==> config.mk <==
export PLATFORM = sky130hd
export DESIGN_NAME = axi_switch_0_ref_example_example_pkt_arbiter_flat
export DESIGN_NICKNAME = d
export VERILOG_FILES = /design/src/rtl/axi_switch_0_ref_example_example_pkt_arbiter_if.sv /design/src/rtl/axi_switch_0_ref_example_example_pkt_arbiter.sv /design/src/flat_wrapper.sv
export SDC_FILE = /design/constraint.sdc
export NUM_CORES = 1
export LEC_CHECK = 0
export CORE_ASPECT_RATIO = 1.5
export CORE_MARGIN = 2
export CORE_UTILIZATION = 31
export CTS_BUF_LIST = sky130_fd_sc_hd__clkbuf_8
export DETAILED_ROUTE_END_ITERATION = 8
export GPL_ROUTABILITY_DRIVEN = 1
export PLACE_DENSITY = 0.77
export SETUP_SLACK_MARGIN = 0.3
export SLEW_MARGIN = 20
export SYNTH_ARGS = -nofsm -noshare
export SYNTH_HDL_FRONTEND = slang
export SYNTH_SLANG_ARGS = --single-unit
==> constraint.sdc <==
create_clock -name aclk -period 1.8 [get_ports aclk]
set_input_delay 0.54 -clock aclk [delete_from_list [all_inputs] [get_ports aclk]]
set_output_delay 0.54 -clock aclk [all_outputs]
set_load 0.02 [all_outputs]
==> src/rtl/axi_switch_0_ref_example_example_pkt_arbiter_if.sv <==
// Bundle of the per-channel source handshake and the downstream FIFO handshake
// for the packet arbiter; "slave" is the arbiter's view, "master" the environment's.
interface axi_switch_0_ref_example_example_pkt_arbiter_if #(
    parameter int C_NUM_SI     = 4,
    parameter int C_MESG_WIDTH = 8
);
    logic [C_NUM_SI*C_MESG_WIDTH-1:0] s_mesg;
    logic [C_NUM_SI-1:0]              s_last;
    logic [C_NUM_SI-1:0]              s_valid;
    logic [C_NUM_SI-1:0]              s_ready;
    logic [C_MESG_WIDTH-1:0]          m_mesg;
    logic                             m_last;
    logic                             m_valid;
    logic                             m_ready;
    logic                             m_afull;
    logic [C_NUM_SI-1:0]              m_grant;
    logic                             m_busy;

    modport slave (
        input  s_mesg, s_last, s_valid, m_ready, m_afull,
        output s_ready, m_mesg, m_last, m_valid, m_grant, m_busy
    );

    modport master (
        output s_mesg, s_last, s_valid, m_ready, m_afull,
        input  s_ready, m_mesg, m_last, m_valid, m_grant, m_busy
    );
endinterface

==> src/rtl/axi_switch_0_ref_example_example_pkt_arbiter.sv <==
// Round-robin packet arbiter: locks one source channel until its last beat and passes it
// straight through to the downstream FIFO. Define PKT_ARBITER_AFULL_GATE_EN to hold off new grants on m_afull.
module axi_switch_0_ref_example_example_pkt_arbiter #(
    parameter int C_NUM_SI     = 4,
    parameter int C_MESG_WIDTH = 8
) (
    input  logic aclk,
    input  logic areset,
    input  logic aclken,
    axi_switch_0_ref_example_example_pkt_arbiter_if.slave bus
);

    localparam int IDX_W = (C_NUM_SI > 1) ? $clog2(C_NUM_SI) : 1;

    typedef enum logic [0:0] {
        IDLE   = 1'b0,
        LOCKED = 1'b1
    } state_t;

    state_t              state_r;
    state_t              state_nxt_s;
    logic [C_NUM_SI-1:0] grant_r;
    logic [C_NUM_SI-1:0] grant_nxt_s;
    logic [IDX_W-1:0]    cur_idx_r;
    logic [IDX_W-1:0]    cur_idx_nxt_s;
    logic [IDX_W-1:0]    last_grant_r;
    logic [IDX_W-1:0]    last_grant_nxt_s;
    logic [IDX_W-1:0]    sel_idx_s;
    logic [IDX_W-1:0]    cand_idx_s;
    logic                sel_found_s;
    logic                gate_s;
    logic                hs_last_s;

`ifdef PKT_ARBITER_AFULL_GATE_EN
    assign gate_s = bus.m_afull;
`else
    assign gate_s = 1'b0;
`endif

    // Round-robin search: first requester starting just after the last granted channel
    always_comb begin
        sel_found_s = 1'b0;
        sel_idx_s   = '0;
        cand_idx_s  = '0;
        for (int k = 1; k <= C_NUM_SI; k++) begin
            cand_idx_s = IDX_W'((int'(last_grant_r) + k) % C_NUM_SI);
            if (!sel_found_s && bus.s_valid[cand_idx_s]) begin
                sel_found_s = 1'b1;
                sel_idx_s   = cand_idx_s;
            end else begin
                sel_found_s = sel_found_s;
            end
        end
    end

    // Combinational pass-through of the locked channel; everything quiet while idle
    always_comb begin
        bus.m_mesg  = '0;
        bus.m_last  = 1'b0;
        bus.m_valid = 1'b0;
        bus.s_ready = '0;
        if (state_r == LOCKED) begin
            bus.m_mesg  = bus.s_mesg[cur_idx_r*C_MESG_WIDTH +: C_MESG_WIDTH];
            bus.m_last  = bus.s_last[cur_idx_r];
            bus.m_valid = bus.s_valid[cur_idx_r] & aclken;
            bus.s_ready = grant_r & {C_NUM_SI{bus.m_ready & aclken}};
        end else begin
            bus.m_mesg  = '0;
        end
    end

    assign hs_last_s = bus.m_valid & bus.m_ready & bus.m_last;

    // Next-state logic: grant only from IDLE, release only on the last-beat handshake
    always_comb begin
        state_nxt_s      = state_r;
        grant_nxt_s      = grant_r;
        cur_idx_nxt_s    = cur_idx_r;
        last_grant_nxt_s = last_grant_r;
        case (state_r)
            IDLE: begin
                if (aclken && sel_found_s && !gate_s) begin
                    state_nxt_s   = LOCKED;
                    grant_nxt_s   = {{(C_NUM_SI-1){1'b0}}, 1'b1} << sel_idx_s;
                    cur_idx_nxt_s = sel_idx_s;
                end else begin
                    state_nxt_s = IDLE;
                end
            end
            LOCKED: begin
                if (hs_last_s) begin
                    state_nxt_s      = IDLE;
                    grant_nxt_s      = '0;
                    last_grant_nxt_s = cur_idx_r;
                end else begin
                    state_nxt_s = LOCKED;
                end
            end
            default: begin
                state_nxt_s = IDLE;
                grant_nxt_s = '0;
            end
        endcase
    end

    // State registers; reset leaves channel 0 with first priority
    always_ff @(posedge aclk or posedge areset) begin
        if (areset) begin
            state_r      <= IDLE;
            grant_r      <= '0;
            cur_idx_r    <= '0;
            last_grant_r <= IDX_W'(C_NUM_SI - 1);
        end else if (aclken) begin
            state_r      <= state_nxt_s;
            grant_r      <= grant_nxt_s;
            cur_idx_r    <= cur_idx_nxt_s;
            last_grant_r <= last_grant_nxt_s;
        end else begin
            state_r      <= state_r;
        end
    end

    assign bus.m_grant = grant_r;
    assign bus.m_busy  = (state_r == LOCKED);

endmodule
==> src/flat_wrapper.sv <==
// flat-port wrapper written by rule: the top's interface ports become plain ports
module axi_switch_0_ref_example_example_pkt_arbiter_flat 
#(
    parameter int C_NUM_SI     = 4,
    parameter int C_MESG_WIDTH = 8
)
  (aclk, areset, aclken, bus_s_mesg, bus_s_last, bus_s_valid, bus_m_ready, bus_m_afull, bus_s_ready, bus_m_mesg, bus_m_last, bus_m_valid, bus_m_grant, bus_m_busy);
  axi_switch_0_ref_example_example_pkt_arbiter_if #(.C_NUM_SI(C_NUM_SI), .C_MESG_WIDTH(C_MESG_WIDTH)) bus_i ();
  input  logic aclk;
  input  logic areset;
  input  logic aclken;
  input wire logic [$bits(bus_i.s_mesg)-1:0] bus_s_mesg;
  input wire logic [$bits(bus_i.s_last)-1:0] bus_s_last;
  input wire logic [$bits(bus_i.s_valid)-1:0] bus_s_valid;
  input wire logic [$bits(bus_i.m_ready)-1:0] bus_m_ready;
  input wire logic [$bits(bus_i.m_afull)-1:0] bus_m_afull;
  output wire logic [$bits(bus_i.s_ready)-1:0] bus_s_ready;
  output wire logic [$bits(bus_i.m_mesg)-1:0] bus_m_mesg;
  output wire logic [$bits(bus_i.m_last)-1:0] bus_m_last;
  output wire logic [$bits(bus_i.m_valid)-1:0] bus_m_valid;
  output wire logic [$bits(bus_i.m_grant)-1:0] bus_m_grant;
  output wire logic [$bits(bus_i.m_busy)-1:0] bus_m_busy;
  assign bus_i.s_mesg = bus_s_mesg;
  assign bus_i.s_last = bus_s_last;
  assign bus_i.s_valid = bus_s_valid;
  assign bus_i.m_ready = bus_m_ready;
  assign bus_i.m_afull = bus_m_afull;
  assign bus_s_ready = bus_i.s_ready;
  assign bus_m_mesg = bus_i.m_mesg;
  assign bus_m_last = bus_i.m_last;
  assign bus_m_valid = bus_i.m_valid;
  assign bus_m_grant = bus_i.m_grant;
  assign bus_m_busy = bus_i.m_busy;
  axi_switch_0_ref_example_example_pkt_arbiter #(.C_NUM_SI(C_NUM_SI), .C_MESG_WIDTH(C_MESG_WIDTH)) u_core (.aclk(aclk), .areset(areset), .aclken(aclken), .bus(bus_i));
endmodule
==> flow_summary.json <==
{
  "p_total_w": 0.00247,
  "synthCells": 67,
  "drc": 0,
  "rsz0062_at_grt": "yes",
  "path_clk_slew_ns": 0.05,
  "clock-root-buffer": "clkbuf_8",
  "port_buffers": 62,
  "die_height_um": 67.0,
  "critPathMaxFanout": 5,
  "syn_area_per_cell_um2": 12.2,
  "power_density_nw_per_um2": 1410,
  "syn_nets": 112,
  "synth_flop_cell": "dfrtp_1",
  "hold_viol": 0,
  "max_freq_ghz": 0.466,
  "dp_hpwl_um": 2340,
  "syn_area_um2": 820,
  "antenna_found_initial": 0,
  "grt_pass1_vias": 1014,
  "maxCapViolations": 0,
  "core-area_um2": 2480,
  "cts_buffers": 3,
  "startpoint_type": "flip-flop",
  "die-area_um2": 3080,
  "end_kind": "output port",
  "grt_max_degree": 13,
  "pin_count": 64,
  "start_util_pct": 33.1,
  "synth_cell_types": 30,
  "core.rowCount": 22,
  "antenna_cells": 0,
  "grt_usage_pct": 19.5,
  "placed_area_um2": 1610,
  "cts_tree": "yes",
  "hp-class": "reg -> reg",
  "period_share_pct": 119,
  "regToRegSetupSlack_ns": -0.01,
  "stdcell_area_um2": 1750,
  "drv_slew": 0,
  "async_flop_share_pct": 100,
  "area_growth_pct": 113,
  "leakagePower_nw": 0.841,
  "drive_above_1_share_pct": 55.2,
  "max_slew_margin_pct": 76.4,
  "tightest_slew_ns": 0.354,
  "fin_worst_hold_slack_ns": 0.556,
  "multiInputGateArea_um2": 616,
  "via_per_inst": 5.44,
  "grt_pass1_wl_um": 4340,
  "cts.sinks": 9,
  "ant_nets": 0,
  "worst-setup-path-type": "reg -> out",
  "firstDrtPassIters": 4,
  "required_ns": 1.26,
  "clock_latency_ns": 0.24,
  "num-nets-final": 200,
  "routabilityCongestion": 0.810,
  "cts_max_level": 1,
  "route.vias.total": 969,
  "setup_ws_ns": -0.348,
  "fill_cells": 193,
  "seq_area_frac_synth_pct": 27.8,
  "fin_crit_ns": 2.15,
  "violations": "negative setup slack",
  "synth-seq-cells": 9,
  "seq_area_um2": 229,
  "postCtsHoldBufs": 0,
  "routed_wl_um": 3170,
  "status": "finished, violations left",
  "drt_iter0_markers": 28,
  "finClkSkew_ns": 0.00604,
  "yosys_warnings": 0,
  "grt_remaining_overflow": 0,
  "wl_per_cell_um": 17.8,
  "clockBufferDepth": 2,
  "setup_viol": 12,
  "die_w_um": 46.0,
  "cp.arrival_ns": 1.61,
  "vdd.ir_drop.worst_mv": 0.860,
  "synth_edf_count": 0
}
[area by class of cell]
cell class / instances / share of cell area [%]
clock buffer: 3 / 2.36
clock inverter: 1 / 0.286
inverter: 2 / 0.429
multi-input combinational: 52 / 35.2
sequential: 9 / 13.1
tap: 24 / 1.72
timing repair buffer: 87 / 46.9
[per-layer routing]
| metal | vias to the layer above | global-route usage (%) | share of wire, % |
|---|---|---|---|
| met1 | 469 | 19.8 | 33 |
| met2 | 58 | 35.6 | 53 |
| li1 | 436 | - | - |
| met5 | - | 0 | 0 |
| met3 | 6 | 4.88 | 13 |
| met4 | 0 | 7.86 | 1.5 |
[where the power goes]
group / total (W) / internal (W) / switching (W)
Sequential: 0.000425 / 0.000311 / 0.000114
Clock: 0.000238 / 0.000151 / 0.0000866
Combinational: 0.00181 / 0.00108 / 0.000723
[cells by family after synthesis]
group	after synthesis	synth area share (%)
buf+inv	6	5.34
flops	9	27.8
mux	13	32.4
simple gates	26	20.5
compound gates	13	14.0
[synth_stat cells, types with 2 or more instances]
master | n | share of area (%)
a32o_1 | 4 | 4.9
nor2_1 | 2 | 0.92
inv_1 | 2 | 0.92
mux2_4 | 2 | 3.7
a21o_1 | 2 | 1.8
dfrtp_1 | 7 | 21
dfstp_2 | 2 | 6.4
nand2b_1 | 2 | 1.5
and2_1 | 12 | 9.2
nand2_1 | 3 | 1.4
mux4_2 | 10 | 27
[metrics by stage]
step                      util [%]  TNS, ns  cells  setup WS [ns]
after CTS                     68.7    -3.37    174         -0.371
after global placement        65.0   -13.91    166         -0.947
after global routing          70.6    -3.55    178         -0.381
final                         70.6    -3.01    178         -0.348
after floorplan                  -        0     67        0.00641
after detailed placement      65.0   -14.22    166         -0.953
[flip-flops by register name, summed over array words and instances, names as in the netlist]
signal	count
u_core.bus.m_grant	4
u_core.bus.m_busy	1
u_core.last_grant_r	2
u_core.cur_idx_r	2
[repair_timing]
item	4_1_cts	5_1_grt
pin swaps	16	2
cloned	0	0
setup buffers	4	4
setup endpoints to repair	28	26
gates resized for setup	160	12
[layout by cell type, fill, tap and decap left out, drive strengths merged]
| cell type | count |
|---|---|
| a21oi | 1 |
| clkdlybuf4s50 | 1 |
| a21o | 2 |
| nor2 | 2 |
| a32o | 4 |
| clkinv | 1 |
| o221ai | 1 |
| a31oi | 1 |
| and3 | 2 |
| inv | 2 |
| dfstp | 2 |
| mux2i | 1 |
| clkdlybuf4s15 | 5 |
| and2 | 13 |
| clkbuf | 5 |
| nand2 | 3 |
| o221a | 1 |
| a21boi | 1 |
| nand3b | 1 |
| mux2 | 2 |
| mux4 | 10 |
| buf | 43 |
| nor2b | 2 |
| o41ai | 1 |
| o21ai | 1 |
| nand2b | 2 |
| dlygate4sd2 | 36 |
| dfrtp | 7 |
| nand3 | 1 |
[path summary, 6_finish.rpt]
check,from,cells after the start,endpoint
setup / recovery,u_core.cur_idx_r[0],4,bus_m_last
hold / removal,u_core.bus.m_grant[3],1,u_core.bus.m_grant[3]
setup reg to reg,u_core.cur_idx_r[0],6,u_core.last_grant_r[1]
hold reg to reg,u_core.bus.m_grant[3],1,u_core.bus.m_grant[3]
max in group asynchronous,areset,2,u_core.last_grant_r[1]
min in group asynchronous,areset,2,u_core.cur_idx_r[1]
[worst max-delay path: stages, from the launching register on]
cell     delay, ns
dfrtp_2       0.40
buf_6         0.15
mux4_2        0.52
and2_4        0.16
buf_6         0.13
(Power assumes the default switching activity.)
